File: src/rtl/y_index_sequencer.sv
// Y index register sequencer: accepts one micro-op per handshake, drives the
// Y load/inc/dec strobes, computes N/Z/C and forms Y-indexed effective addresses.
module y_index_sequencer #(
    parameter bit         ALWAYS_FIX = 1'b0,
    parameter logic [7:0] ZP_PAGE    = 8'h00
) (
    input  logic        clk,
    input  logic        rst,
    input  logic        op_valid,
    output logic        op_ready,
    input  logic [2:0]  op_code,
    input  logic [7:0]  op_data,
    input  logic [7:0]  base_hi,
    input  logic [7:0]  y_value,
    output logic        y_load,
    output logic [7:0]  y_load_data,
    output logic        y_increment,
    output logic        y_decrement,
    output logic [15:0] ea_out,
    output logic        ea_valid,
    output logic        page_cross,
    output logic        flag_n,
    output logic        flag_z,
    output logic        flag_c,
    output logic        flags_valid,
    output logic        op_done
);

    localparam logic [1:0] ST_IDLE = 2'd0;
    localparam logic [1:0] ST_EXEC = 2'd1;
    localparam logic [1:0] ST_FIX  = 2'd2;

    localparam logic [2:0] OP_NOP     = 3'd0;
    localparam logic [2:0] OP_LOAD    = 3'd1;
    localparam logic [2:0] OP_INC     = 3'd2;
    localparam logic [2:0] OP_DEC     = 3'd3;
    localparam logic [2:0] OP_CMP     = 3'd4;
    localparam logic [2:0] OP_IDX_ABS = 3'd5;
    localparam logic [2:0] OP_IDX_ZP  = 3'd6;

    logic [1:0]  state_q, state_d;
    logic [7:0]  data_q, data_d;
    logic [7:0]  hi_q, hi_d;
    logic [7:0]  ysnap_q, ysnap_d;
    logic        fix_q, fix_d;

    logic        y_load_q, y_load_d;
    logic [7:0]  y_load_data_q, y_load_data_d;
    logic        y_inc_q, y_inc_d;
    logic        y_dec_q, y_dec_d;
    logic [15:0] ea_q, ea_d;
    logic        ea_valid_q, ea_valid_d;
    logic        page_cross_q, page_cross_d;
    logic        n_q, n_d;
    logic        z_q, z_d;
    logic        c_q, c_d;
    logic        flags_valid_q, flags_valid_d;
    logic        done_q, done_d;

    logic        accept;
    logic [8:0]  live_sum;
    logic [8:0]  snap_sum;
    logic [7:0]  inc_r;
    logic [7:0]  dec_r;
    logic [7:0]  cmp_r;
    logic        take_fix;

    assign op_ready = (state_q == ST_IDLE);
    assign accept   = op_valid && op_ready;

    // EXEC-cycle results come from the live inputs so they can be registered
    // on the accept edge; FIX-cycle results come from the captured snapshot.
    assign live_sum = {1'b0, op_data} + {1'b0, y_value};
    assign snap_sum = {1'b0, data_q} + {1'b0, ysnap_q};
    assign inc_r    = y_value + 8'd1;
    assign dec_r    = y_value - 8'd1;
    assign cmp_r    = y_value - op_data;
    assign take_fix = live_sum[8] || ALWAYS_FIX;

    always_comb begin
        state_d       = state_q;
        data_d        = data_q;
        hi_d          = hi_q;
        ysnap_d       = ysnap_q;
        fix_d         = fix_q;
        y_load_d      = 1'b0;
        y_load_data_d = 8'h00;
        y_inc_d       = 1'b0;
        y_dec_d       = 1'b0;
        ea_d          = 16'h0000;
        ea_valid_d    = 1'b0;
        page_cross_d  = 1'b0;
        n_d           = 1'b0;
        z_d           = 1'b0;
        c_d           = 1'b0;
        flags_valid_d = 1'b0;
        done_d        = 1'b0;

        unique case (1'b1)
            (state_q == ST_IDLE): begin
                if (accept) begin
                    state_d = ST_EXEC;
                    data_d  = op_data;
                    hi_d    = base_hi;
                    ysnap_d = y_value;
                    fix_d   = 1'b0;
                    done_d  = 1'b1;
                    case (op_code)
                        OP_LOAD: begin
                            y_load_d      = 1'b1;
                            y_load_data_d = op_data;
                            flags_valid_d = 1'b1;
                            n_d           = op_data[7];
                            z_d           = (op_data == 8'h00);
                        end
                        OP_INC: begin
                            y_inc_d       = 1'b1;
                            flags_valid_d = 1'b1;
                            n_d           = inc_r[7];
                            z_d           = (inc_r == 8'h00);
                        end
                        OP_DEC: begin
                            y_dec_d       = 1'b1;
                            flags_valid_d = 1'b1;
                            n_d           = dec_r[7];
                            z_d           = (dec_r == 8'h00);
                        end
                        OP_CMP: begin
                            flags_valid_d = 1'b1;
                            n_d           = cmp_r[7];
                            z_d           = (y_value == op_data);
                            c_d           = (y_value >= op_data);
                        end
                        OP_IDX_ABS: begin
                            ea_valid_d   = 1'b1;
                            ea_d         = {base_hi, live_sum[7:0]};
                            page_cross_d = live_sum[8];
                            fix_d        = take_fix;
                            done_d       = !take_fix;
                        end
                        OP_IDX_ZP: begin
                            ea_valid_d = 1'b1;
                            ea_d       = {ZP_PAGE, live_sum[7:0]};
                        end
                        OP_NOP: begin
                            done_d = 1'b1;
                        end
                        default: begin
                            done_d = 1'b1;
                        end
                    endcase
                end
            end
            (state_q == ST_EXEC): begin
                fix_d = 1'b0;
                if (fix_q) begin
                    // Corrected high byte; FFxx + carry wraps to 00xx.
                    state_d      = ST_FIX;
                    ea_valid_d   = 1'b1;
                    ea_d         = {hi_q + {7'd0, snap_sum[8]}, snap_sum[7:0]};
                    page_cross_d = page_cross_q;
                    done_d       = 1'b1;
                end else begin
                    state_d = ST_IDLE;
                end
            end
            default: begin
                state_d = ST_IDLE;
                fix_d   = 1'b0;
            end
        endcase
    end

    always_ff @(posedge clk or posedge rst) begin
        if (rst) begin
            state_q       <= ST_IDLE;
            data_q        <= 8'h00;
            hi_q          <= 8'h00;
            ysnap_q       <= 8'h00;
            fix_q         <= 1'b0;
            y_load_q      <= 1'b0;
            y_load_data_q <= 8'h00;
            y_inc_q       <= 1'b0;
            y_dec_q       <= 1'b0;
            ea_q          <= 16'h0000;
            ea_valid_q    <= 1'b0;
            page_cross_q  <= 1'b0;
            n_q           <= 1'b0;
            z_q           <= 1'b0;
            c_q           <= 1'b0;
            flags_valid_q <= 1'b0;
            done_q        <= 1'b0;
        end else begin
            state_q       <= state_d;
            data_q        <= data_d;
            hi_q          <= hi_d;
            ysnap_q       <= ysnap_d;
            fix_q         <= fix_d;
            y_load_q      <= y_load_d;
            y_load_data_q <= y_load_data_d;
            y_inc_q       <= y_inc_d;
            y_dec_q       <= y_dec_d;
            ea_q          <= ea_d;
            ea_valid_q    <= ea_valid_d;
            page_cross_q  <= page_cross_d;
            n_q           <= n_d;
            z_q           <= z_d;
            c_q           <= c_d;
            flags_valid_q <= flags_valid_d;
            done_q        <= done_d;
        end
    end

    assign y_load      = y_load_q;
    assign y_load_data = y_load_data_q;
    assign y_increment = y_inc_q;
    assign y_decrement = y_dec_q;
    assign ea_out      = ea_q;
    assign ea_valid    = ea_valid_q;
    assign page_cross  = page_cross_q;
    assign flag_n      = n_q;
    assign flag_z      = z_q;
    assign flag_c      = c_q;
    assign flags_valid = flags_valid_q;
    assign op_done     = done_q;

endmodule

File: config.mk
export PLATFORM = sky130hd
export DESIGN_NAME = y_index_sequencer
export DESIGN_NICKNAME = d
export VERILOG_FILES = /design/src/rtl/y_index_sequencer.sv
export SDC_FILE = /design/constraint.sdc
export NUM_CORES = 1
export LEC_CHECK = 0
export ABC_AREA = 1
export CAP_MARGIN = 0
export CELL_PAD_IN_SITES_DETAIL_PLACEMENT = 0
export CELL_PAD_IN_SITES_GLOBAL_PLACEMENT = 1
export CORE_AREA = 2 2 98 100
export CTS_CLUSTER_SIZE = 10
export DETAILED_ROUTE_END_ITERATION = 12
export DIE_AREA = 0 0 100 102
export PLACE_DENSITY = 0.84
export RECOVER_POWER = 50
export SYNTH_ARGS = -nofsm -noshare
export SYNTH_HDL_FRONTEND = slang
export SYNTH_SLANG_ARGS = --single-unit
File: constraint.sdc
create_clock -name clk -period 3.05 [get_ports clk]
set_input_delay 0.4575 -clock clk [delete_from_list [all_inputs] [get_ports clk]]
set_output_delay 0.4575 -clock clk [all_outputs]
set_load 0.01 [all_outputs]
==> impl_metrics.ini <==
[status]
status = completed

[finish]
nets = 551
nFillCells = 913
diodes = 0
area_growth_pct = 28.1
register_area_mm2 = 0.00153
layout-drive-gt1-share_pct = 5.42
fin_area_mm2 = 0.00434
multi_input_area_mm2 = 0.00160

[synth]
synth_area_leaders = dfrtp_1 45%, nand2_1 12%, ha_1 9.6%
synth_top_area_share_pct = 45.0
synth.avg_cell_area_um2 = 8.05
synth_cells = 421
yosysSeqAreaShare_pct = 45.0
synth-seq-cells = 61
synth_async_sr_flop_share_pct = 100
yosys.area.top_type = dfrtp_1
synth_edf_count = 0
syn-num-nets = 479
synth_flop_cell = dfrtp_1
yosys_warnings = 0
netlist_area_mm2 = 0.00339
synth_cell_types = 32

[critical_path]
cpPeakStageDelay_ps = 390
crit_arrival_ps = 2850
worstSetupStartpointType = register
cp_max_fo = 3
endpoint_kind = register
path_cells = ha_1 > inv_1 > fa_1 > inv_1 > nand4_1 > nand3_1 > nand2_1 > nand2_1 > nand2_1 > nand2_1 > ha_1 > ha_1 > nand3_1 > nor2_1 > inv_1 > o21ai_0 > nand3_1 > o21ai_1
critPathKind = reg -> reg
critPathSlowestCell = fa_1
cpMostUsedCell = nand2_1
worstPathRequired_ps = 3310

[worst_hold_path]
hp-class = reg -> reg

[floorplanning]
die_area_mm2 = 0.0102
die_height_um = 102
core_mm2 = 0.00911
initial_core_util_pct = 37.2
num_io_pins = 65
die_x_um = 100
num_rows = 35

[power]
switching_share_pct = 30.5
power_frac_comb_pct = 22.1
total_power_mw = 2.09
clkPwrFrac_pct = 34.7
internal-power_mw = 1.45
p_sw_mw = 0.637
p_leak_nw = 2.19
p_per_area_mw_per_mm2 = 481
seqPwrFrac_pct = 43.2
irDropWorstVdd_mv = 0.215

[route]
ant_nets = 0
first_pass_iters = 5
drc = 0
highest_layer = met4
met2_length_um = 4070
via_count = 2999
drt_iter0_drc = 188
drt-vias-per-instance = 4.92
routed_wl_um = 8960
wl_met3_um = 527
drt-met1-wl_um = 4220
wl_per_cell_um = 14.7

[sta]
whs_ps = 485
fin_crit_ps = 2590
fin_crit_sh_pct = 84.8
hold_violations = 0
tightest_slew_ps = 1080
slew_violations = 0
rsz0062_at_grt = no
finalClockSkew_ps = 8.43
fmax_mhz = 386
setup-violations-final = 0
maxSlewHeadroom_pct = 28.1
final.setup.tns_ps = 0

[clock_tree]
cts.sinks = 61
cts_buffers = 9
clockBufferDepth = 2
cts_tree = yes
clk_pin_slew_ps = 70
clk_latency_ps = 340
cts-root-buf = clkbuf_8
cts_setup_buffers = 0
cts_hold_repair.buffers = 0
htreeDepth = 3
ctsResizeCount = 0

[place]
dp_hpwl_um = 6780
numPortBuffers = 64
gp_congestion = 0.877
dpl_cell_area_mm2 = 0.00416

[flow_run]
cap_violations = 0

[global_route]
grt_pass1_wl_um = 14800
grt_pass1_vias = 2956
grt.total_usage_pct = 18.7
grt_remaining_overflow = 0
grt_max_degree = 36
antenna_found_initial = 0
-- cells in the mapped netlist, types with 3 or more instances --
library cell    n
nand3b_1        3
nand3_1        30
nand4_1        11
dfrtp_1        61
nor2_1         34
inv_2           5
o22ai_1         3
o21ai_0        30
ha_1           26
nand2_1       110
a21oi_1        19
xor2_1          3
inv_1          53
o21ai_1         8
nor3_1          3
-- worst max-delay path, delay by kind of cell, from the launching register on --
family                     cells  cell delay (ps)
adders and majority gates      4              920
AOI/OAI and AO/OA              2              230
buffers and inverters          3              220
DFF                            1              350
and+or+nand+nor                9              760
-- sequential cells by signal, indices dropped and copies added (netlist names), 2 cells and up --
| signal | cells |
|---|---|
| ea_out | 16 |
| y_load_data | 8 |
| hi_q | 8 |
| state_q | 2 |
| data_q | 8 |
| ysnap_q | 8 |
-- cell usage in the layout (no fill, tap or decap), types with 4 or more instances in the layout --
| master | Yosys | final |
|---|---|---|
| nand2_1 | 110 | 111 |
| clkdlybuf4s50_1 | 0 | 62 |
| dfrtp_1 | 61 | 61 |
| inv_1 | 53 | 54 |
| nor2_1 | 34 | 35 |
| o21ai_0 | 30 | 30 |
| nand3_1 | 30 | 30 |
| ha_1 | 26 | 26 |
| a21oi_1 | 19 | 19 |
| nand4_1 | 11 | 11 |
| clkbuf_8 | 0 | 10 |
| o21ai_1 | 8 | 8 |
| inv_2 | 5 | 4 |
-- logic make-up (layout without fill, tap and decap cells) --
group                      Yosys count  count (layout)  synth area share (%)
xor gates and xnor gates             4               4                  1.03
DFF                                 61              61                  45.0
buffers and inverters               65             142                  7.53
AOI/OAI and AO/OA                   64              64                  9.82
adders and majority gates           28              28                  10.8
and+or+nand+nor                    199             199                  25.8
-- through the flow --
step	cells	setup WS (ps)	utilization, %
2_1_floorplan	421	729	-
6_report	609	463	47.7
3_3_place_gp	593	572	45.7
5_1_grt	609	132	47.7
3_5_place_dp	593	504	45.7
4_1_cts	609	481	47.9
-- power groups by stage --
stage,sequential [mW],combinational (mW),clock (mW)
floorplan,0.915,0.290,0
global placement,0.914,0.462,0
detailed placement,0.916,0.463,0
CTS,0.901,0.466,0.741
global route,0.907,0.530,0.785
finish,0.902,0.461,0.724
-- worst paths after layout --
path | start | end | slack, ps | cells after the start
worst max-delay path | data_q[0]$_DFFE_PP0P_ | ea_out[14]$_DFF_PP0_ | 460 | 18
worst min-delay path | ysnap_q[3]$_DFFE_PP0P_ | ysnap_q[3]$_DFFE_PP0P_ | 480 | 2
worst max register to register | data_q[0]$_DFFE_PP0P_ | ea_out[14]$_DFF_PP0_ | 460 | 18
worst min register to register | ysnap_q[3]$_DFFE_PP0P_ | ysnap_q[3]$_DFFE_PP0P_ | 480 | 2
max in group asynchronous | rst | ysnap_q[3]$_DFFE_PP0P_ | 740 | 3
min in group asynchronous | rst | ea_out[13]$_DFF_PP0_ | 830 | 2
-- area by class of cell --
cell class              instances  share of cell area [%]
multi-input cells             295                    36.8
flip-flops and latches         61                    35.1
repair buffers                 67                    15.1
inverters                      59                    5.13
clock buffers                  11                    3.25
well taps                     111                    3.20
clock inverters                 5                    1.38
-- routing by layer --
metal	vias to the layer above	GRT usage [%]
met5	-	0
met2	99	29.6
li1	1503	-
met4	0	5.58
met1	1387	26.3
met3	10	3.76
Power figures use the tool's default switching activity.
